[src/rtl/fp_upconvert_pipe.sv]
// Two-stage exact float upconvert (e.g. binary16 -> binary32), valid/ready.
// Define FP_UPCONVERT_DAZ_EN to flush denormal inputs to signed zero.
module fp_upconvert_pipe #(
   parameter int SRC_EXP = 5,
   parameter int SRC_MAN = 10,
   parameter int DST_EXP = 8,
   parameter int DST_MAN = 23,
   localparam int SRC_W = 1 + SRC_EXP + SRC_MAN,
   localparam int DST_W = 1 + DST_EXP + DST_MAN
) (
   input  logic             clk,
   input  logic             rst,
   input  logic [SRC_W-1:0] in_data,
   input  logic             in_valid,
   output logic             in_ready,
   output logic [DST_W-1:0] out_data,
   output logic             out_valid,
   input  logic             out_ready,
   output logic             out_invalid
);

   localparam int PAD = DST_MAN - SRC_MAN;
   localparam int DELTA = (2 ** (DST_EXP - 1)) - (2 ** (SRC_EXP - 1));
   localparam logic [DST_EXP-1:0] DELTA_V = DST_EXP'(DELTA);
   localparam logic [DST_MAN-1:0] QUIET = DST_MAN'(1) << (DST_MAN - 1);

   typedef enum logic [2:0] {
      CL_ZERO, CL_DEN, CL_NORM, CL_INF, CL_NAN
   } cls_e;

   function automatic logic [DST_MAN-1:0] pad_man(
      input logic [SRC_MAN-1:0] m
   );
      return DST_MAN'(m) << PAD;
   endfunction

   logic               s1_valid;
   logic               s2_valid;
   logic               s1_adv;
   logic               s2_adv;
   logic               s1_sign;
   logic [SRC_EXP-1:0] s1_exp;
   logic [SRC_MAN-1:0] s1_mant;
   cls_e               s1_class;

   logic               in_sign;
   logic [SRC_EXP-1:0] in_exp;
   logic [SRC_MAN-1:0] in_mant;
   logic               exp_zero;
   logic               exp_max;
   logic               mant_zero;
   cls_e               in_class;

   logic [DST_EXP-1:0] asm_exp;
   logic [DST_MAN-1:0] asm_mant;
   logic               asm_inv;

   assign s2_adv    = !s2_valid || out_ready;
   assign s1_adv    = !s1_valid || s2_adv;
   assign in_ready  = s1_adv;
   assign out_valid = s2_valid;

   assign in_sign   = in_data[SRC_W-1];
   assign in_exp    = in_data[SRC_W-2 -: SRC_EXP];
   assign in_mant   = in_data[SRC_MAN-1:0];
   assign exp_zero  = (in_exp == '0);
   assign exp_max   = &in_exp;
   assign mant_zero = (in_mant == '0);

   always_comb begin
      in_class = CL_NORM;
      unique case (1'b1)
         exp_zero && mant_zero:  in_class = CL_ZERO;
`ifdef FP_UPCONVERT_DAZ_EN
         exp_zero && !mant_zero: in_class = CL_ZERO;
`else
         exp_zero && !mant_zero: in_class = CL_DEN;
`endif
         exp_max && mant_zero:   in_class = CL_INF;
         exp_max && !mant_zero:  in_class = CL_NAN;
         default:                in_class = CL_NORM;
      endcase
   end

`ifndef FP_UPCONVERT_DAZ_EN
   localparam int LZ_W = $clog2(SRC_MAN + 1);

   logic [LZ_W-1:0]    in_lz;
   logic [LZ_W-1:0]    s1_shift;
   logic [SRC_MAN-1:0] den_m;

   // Highest set bit wins, so scan upward and let later hits overwrite.
   always_comb begin
      in_lz = '0;
      for (int i = 0; i < SRC_MAN; i++) begin
         if (in_mant[i]) in_lz = LZ_W'(SRC_MAN - 1 - i);
      end
   end

   always_ff @(posedge clk) begin
      if (s1_adv && in_valid) s1_shift <= in_lz;
   end

   // Shift out the leading one too; it becomes the implicit bit.
   assign den_m = (s1_mant << s1_shift) << 1;
`endif

   always_ff @(posedge clk) begin
      if (s1_adv && in_valid) begin
         s1_sign  <= in_sign;
         s1_exp   <= in_exp;
         s1_mant  <= in_mant;
         s1_class <= in_class;
      end
   end

   always_comb begin
      asm_exp  = '0;
      asm_mant = '0;
      asm_inv  = 1'b0;
      unique case (s1_class)
         CL_ZERO: begin
            asm_exp  = '0;
            asm_mant = '0;
         end
         CL_INF: begin
            asm_exp = '1;
         end
         CL_NAN: begin
            asm_exp  = '1;
            asm_mant = pad_man(s1_mant) | QUIET;
            asm_inv  = !s1_mant[SRC_MAN-1];
         end
         CL_NORM: begin
            asm_exp  = DST_EXP'(s1_exp) + DELTA_V;
            asm_mant = pad_man(s1_mant);
         end
`ifndef FP_UPCONVERT_DAZ_EN
         CL_DEN: begin
            asm_exp  = DELTA_V - DST_EXP'(s1_shift);
            asm_mant = pad_man(den_m);
         end
`endif
         default: begin
            asm_exp  = '0;
            asm_mant = '0;
         end
      endcase
   end

   always_ff @(posedge clk) begin
      if (rst) begin
         s1_valid    <= 1'b0;
         s2_valid    <= 1'b0;
         out_data    <= '0;
         out_invalid <= 1'b0;
      end else begin
         if (s1_adv) s1_valid <= in_valid;
         if (s2_adv) s2_valid <= s1_valid;
         if (s2_adv && s1_valid) begin
            out_data    <= {s1_sign, asm_exp, asm_mant};
            out_invalid <= asm_inv;
         end
      end
   end

endmodule

[config.mk]
export PLATFORM = sky130hd
export DESIGN_NAME = fp_upconvert_pipe
export DESIGN_NICKNAME = d
export VERILOG_FILES = /design/src/rtl/fp_upconvert_pipe.sv
export SDC_FILE = /design/constraint.sdc
export NUM_CORES = 1
export LEC_CHECK = 0
export CORE_ASPECT_RATIO = 0.6
export CORE_MARGIN = 5
export CORE_UTILIZATION = 62
export CTS_BUF_LIST = sky130_fd_sc_hd__clkbuf_4 sky130_fd_sc_hd__clkbuf_8 sky130_fd_sc_hd__clkbuf_16
export DETAILED_ROUTE_END_ITERATION = 10
export DONT_BUFFER_PORTS = 1
export PLACE_DENSITY = 0.86
export SLEW_MARGIN = 20
export SYNTH_ARGS = -nofsm -noshare
export SYNTH_HDL_FRONTEND = slang
export SYNTH_SLANG_ARGS = --single-unit
[constraint.sdc]
create_clock -name clk -period 2.3 [get_ports clk]
set_clock_uncertainty 0.05 [all_clocks]
set_input_delay 0.46 -clock clk [delete_from_list [all_inputs] [get_ports clk]]
set_output_delay 0.46 -clock clk [all_outputs]
set_load 0.005 [all_outputs]
# ---- Word level (Yosys, flattened, before mapping)
# Index checks and enable logic that the tools add are counted.
dict set report word_totals {
  mem_bits_rw 0
  memories 0
  latchBits 0
  word_cells 51
  out_inout_bits 35
  rom_bits 0
  register_bits 58
}
dict set report op_classes {
  shift 1
  order_cmp 0
  eq_ne 4
  addsub 2
  bitwise_logic 0
  muxes 13
  n_mul 0
  n_reduce_logical 19
  n_div 0
}
# op count
set op_table {}
lappend op_table {{23-bit case mux with 3 select lines} 1}
lappend op_table {{8-bit case mux with 3 select lines} 1}
lappend op_table {{3-bit 2-to-1 mux} 4}
lappend op_table {{3-bit case mux with 4 select lines} 1}
lappend op_table {{10-bit zero test} 1}
lappend op_table {{10-bit by 4-bit left shift with 9-bit output} 1}
lappend op_table {{5-bit by 7-bit adder with 8-bit output (second input constant)} 1}
lappend op_table {{4-bit 2-to-1 mux} 2}
lappend op_table {{8-bit OR reduction} 1}
lappend op_table {{7-bit by 4-bit subtractor with 8-bit output (first input constant)} 1}
lappend op_table {{3-bit by 2-bit equality test with 1-bit output (second input constant)} 2}
lappend op_table {{1-bit logical AND} 6}
lappend op_table {{5-bit zero test} 1}
lappend op_table {{5-bit AND reduction} 1}
lappend op_table {{1-bit zero test} 4}
lappend op_table {{2-bit 2-to-1 mux} 2}
lappend op_table {{2-bit OR reduction} 2}
lappend op_table {{4-bit OR reduction} 1}
lappend op_table {{3-bit by 1-bit equality test with 1-bit output (second input constant)} 1}
lappend op_table {{3-bit equality test (second input constant)} 1}
lappend op_table {{1-bit logical OR} 2}
lappend op_table {{1-bit 2-to-1 mux} 2}

# ---- Longest topological paths before layout
dict set report logic_depth {
  depth_word 9
  depth_mapped 8
  mapped_depth_nobuf 7
}

# ---- Least setup slack after synthesis
# Ideal clock, no wire load.
dict set report synth_timing {
  path_type {register to register}
  startpoint {register s1_shift[3]}
  endpoint {register out_data[17]}
  period_less_slack_ns 1.714
  required_ns 2.187
  path_buffers 0
  path_stages_with_launch 6
  path_slack_ns 0.586
  arrival_time_ns 1.601
  cell_sequence {edfxtp_1 > or4b_4 > or2_4 > a2bb2o_4 > a22oi_2 > nor2_2}
}
dict set report synth_between {
  elab_chain_cells 2
}
# item line_no
set synth_lines {}
lappend synth_lines {{from (decl)} 89} ;# logic [LZ_W-1:0] s1_shift;
lappend synth_lines {{from (signal assigned)} 101} ;# if (s1_adv && in_valid) s1_shift <= in_lz;
lappend synth_lines {{10-bit by 4-bit left shift with 9-bit output} 105} ;# assign den_m = (s1_mant << s1_shift) << 1;
lappend synth_lines {{23-bit case mux with 3 select lines} 121} ;# unique case (s1_class)
lappend synth_lines {{to (signal assigned)} 161} ;# out_data <= {s1_sign, asm_exp, asm_mant};
lappend synth_lines {{to (decl)} 16} ;# output logic [DST_W-1:0] out_data,
# Every way passes these cells.
# A chain may end at the register's enable or synchronous reset.

# ---- Final worst setup path
dict set report layout_timing {
  startpoint {register s1_shift[1]}
  endpoint {register out_data[21]}
}
# The elaborated chain is that of the path after synthesis.

==> results.sh <==
export IMPL_status="complete, no violations"
export IMPL_detail_route_antenna_nets=0
export IMPL_fin_crit_sh=0.846
export IMPL_crit_type="reg2reg"
export IMPL_insertedDiodeCount=0
export IMPL_num_vias=1666
export IMPL_synth_cell_type_count=52
export IMPL_crit_family="multiplexers"
export IMPL_gp_congestion=0.919
export IMPL_required_ns=2.43
export IMPL_cp_arrival_ns=2.08
export IMPL_cts_root_buf="clkbuf_8"
export IMPL_cpMaxStageDelayCell="edfxtp_1"
export IMPL_chipHeight_microns=57.1
export IMPL_groute_layer_met2_usage=0.248
export IMPL_final_max_slew_viol_count=0
export IMPL_die_w_microns=88.4
export IMPL_die_area_sq_um=5050
export IMPL_via_per_inst=5.91
export IMPL_core_area_sq_um=3620
export IMPL_grt_util_all_layers=0.194
export IMPL_clockBufferDepth=2
export IMPL_post_cts_repair_setup_buffers=0
export IMPL_use_met1=0.300
export IMPL_slowest_delay_ns=0.62
export IMPL_start_kind="flop"
export IMPL_drt_pass1_iterations=4
export IMPL_cp_max_fo=12
export IMPL_grt_pass1_vias=1550
export IMPL_syn2layout_area_growth_pct=4.10
export IMPL_syn_area_per_cell_sq_um=9.70
export IMPL_clock_latency_ns=0.30
export IMPL_htreeDepth=2
export IMPL_grt_pass1_wl_microns=7560
export IMPL_hold_class="in2reg"
export IMPL_grt_util_met3=0.0750
export IMPL_hold_violations=0
export IMPL_ys_flop_type="edfxtp_1"
export IMPL_row_count=17
export IMPL_worstPathCellList="mux2_2, mux2i_1, mux2i_1, a222oi_1, nor3_1"
export IMPL_setup_violations=0
export IMPL_cp_num_buf_inv=0
export IMPL_synth_area_sq_um=2290
export IMPL_powerDensity_nw_per_um2=701
export IMPL_ir_worst_vdd_mv=0.437
export IMPL_fin_setup_tns_ns=0
export IMPL_ys_seq_area_frac=0.486
export IMPL_clock_fmax_mhz=514
export IMPL_grt_max_degree=24
export IMPL_cts_resized=0
export IMPL_dp_cells=274
export IMPL_final_cells=282
export IMPL_routedWlPerCell_microns=16.7
export IMPL_fin_nets=255
export IMPL_power_leakage_uw=0.000865
export IMPL_grt_overflow=0
export IMPL_tritoncts="done"
export IMPL_drcViolationCount=0
export IMPL_ys_seq_elements=44
export IMPL_start_util=0.633
export IMPL_io_pins=55
export IMPL_rsz0062_at_grt="false"
export IMPL_cp_common_cell="mux2i_1"
export IMPL_portBuffers=0
export IMPL_cts_hold_buf=0
export IMPL_synthArstFlopShare=0
export IMPL_clkSinkCount=44
export IMPL_post_route_min_period_ns=1.95
export IMPL_drt_iter0_markers=165
export IMPL_wl_microns=4700
export IMPL_synthCells=236
export IMPL_dp_hpwl_microns=3560
export IMPL_grt_busiest_layer="met1"
export IMPL_antenna_found_initial=0
export IMPL_synth_edf_count=23
export IMPL_crit_path_end_kind="flop"
export IMPL_synth_warnings=0
export IMPL_relSlewSlack=0.339
export IMPL_tightest_slew_ns=0.992
export IMPL_final_util=0.659
export IMPL_clk_pin_slew_worst_paths_ns=0.08
export IMPL_layout_drive_gt1_share=0.119
export IMPL_cap_viol_max_count=0
export IMPL_cts_made_buffers=5
layout make-up:
| cell class | count | area, sq um |
|---|---|---|
| clock buffers | 5 | 68.8 |
| clock inverters | 3 | 42.5 |
| fillers | 291 | 1230 |
| inverters | 6 | 22.5 |
| multi-input cells | 172 | 1040 |
| flip-flops and latches | 44 | 1110 |
| well taps | 47 | 58.8 |
| repair buffers | 5 | 37.5 |
worst reg2reg max path, stage by stage, from the launching register on:
cell	delay (ns)
edfxtp_1	0.62
mux2_2	0.40
mux2i_1	0.23
mux2i_1	0.11
a222oi_1	0.33
nor3_1	0.08
per-stage QoR:
| step | power (uW) | hold WS [ns] | setup slack [ns] | area, sq um |
|---|---|---|---|---|
| floorplan | 1080 | 0.398 | 0.586 | 2330 |
| global placement | 1090 | 0.403 | 0.437 | 2270 |
| detailed placement | 1100 | 0.412 | 0.364 | 2270 |
| CTS | 1680 | 0.160 | 0.355 | 2380 |
| global route | 1740 | 0.153 | 0.282 | 2380 |
| finish | 1670 | 0.167 | 0.354 | 2380 |
final timing paths:
path	depth (start not counted)	slack, ns	start	endpoint
max	5	0.35	s1_shift[1]$_SDFFCE_PP0P_	out_data[21]$_SDFFE_PP0P_
min	1	0.17	rst	out_data[17]$_SDFFE_PP0P_
max reg2reg	5	0.35	s1_shift[1]$_SDFFCE_PP0P_	out_data[21]$_SDFFE_PP0P_
min reg2reg	2	0.42	out_data[13]$_SDFFE_PP0P_	out_data[13]$_SDFFE_PP0P_
registers in the layout (all words and copies together) (netlist names):
signal	flops
s1_valid	1
out_data	18
out_valid	1
out_invalid	1
s1_shift	4
s1_mant	10
s1_class	3
s1_sign	1
s1_exp	5
logic make-up after synthesis:
logic type | Yosys count | synth area share
adders and majority gates | 1 | 0.00547
buffers and inverters | 32 | 0.0793
DFF | 44 | 0.486
muxes | 15 | 0.0694
other | 1 | 0.00164
AOI/OAI and AO/OA | 52 | 0.158
and+or+nand+nor | 88 | 0.189
xor gates and xnor gates | 3 | 0.0115
Yosys cell counts (all sizes together) (6+ instances only):
| cell | n | area (sq um) |
|---|---|---|
| nor2 | 29 | 111 |
| nand2b | 8 | 50.1 |
| mux2 | 7 | 78.8 |
| mux2i | 8 | 80.1 |
| clkbuf | 7 | 26.3 |
| buf | 19 | 133 |
| inv | 6 | 22.5 |
| nor3 | 13 | 65.1 |
| a21oi | 19 | 98.9 |
| o21ai | 8 | 40.0 |
| dfxtp | 21 | 420 |
| nand2 | 18 | 67.6 |
| edfxtp | 23 | 691 |
cell usage in the layout, fill, tap and decap left out, types with 2 or more instances in the layout:
cell type   n
a211oi_1    2
a21oi_1    18
a22oi_1     3
a31oi_1     2
buf_4       5
clkbuf_8    5
conb_1     13
dfxtp_1    21
edfxtp_1   23
inv_1       6
mux2_2      7
mux2i_1     8
nand2_1    18
nand2b_1    8
nand3_1     4
nand3b_1    2
nor2_1     28
nor2b_1     4
nor3_1     13
nor4_1      3
o21ai_0     7
o22ai_1     3
xnor2_1     2
where the power goes:
group	leakage, uW	switching (uW)	total (uW)	internal (uW)
clock	0.0000541	267	588	321
sequential	0.000396	43.2	912	868
combinational	0.000415	93.3	171	77.5
total	0.000865	403	1670	1270
layer usage:
layer / vias up / part of all wire
li1: 818 / -
met1: 770 / 0.49
met2: 74 / 0.40
met3: 4 / 0.11
met4: 0 / 0.0083
met5: - / 0
Power figures use the tool's default switching activity.
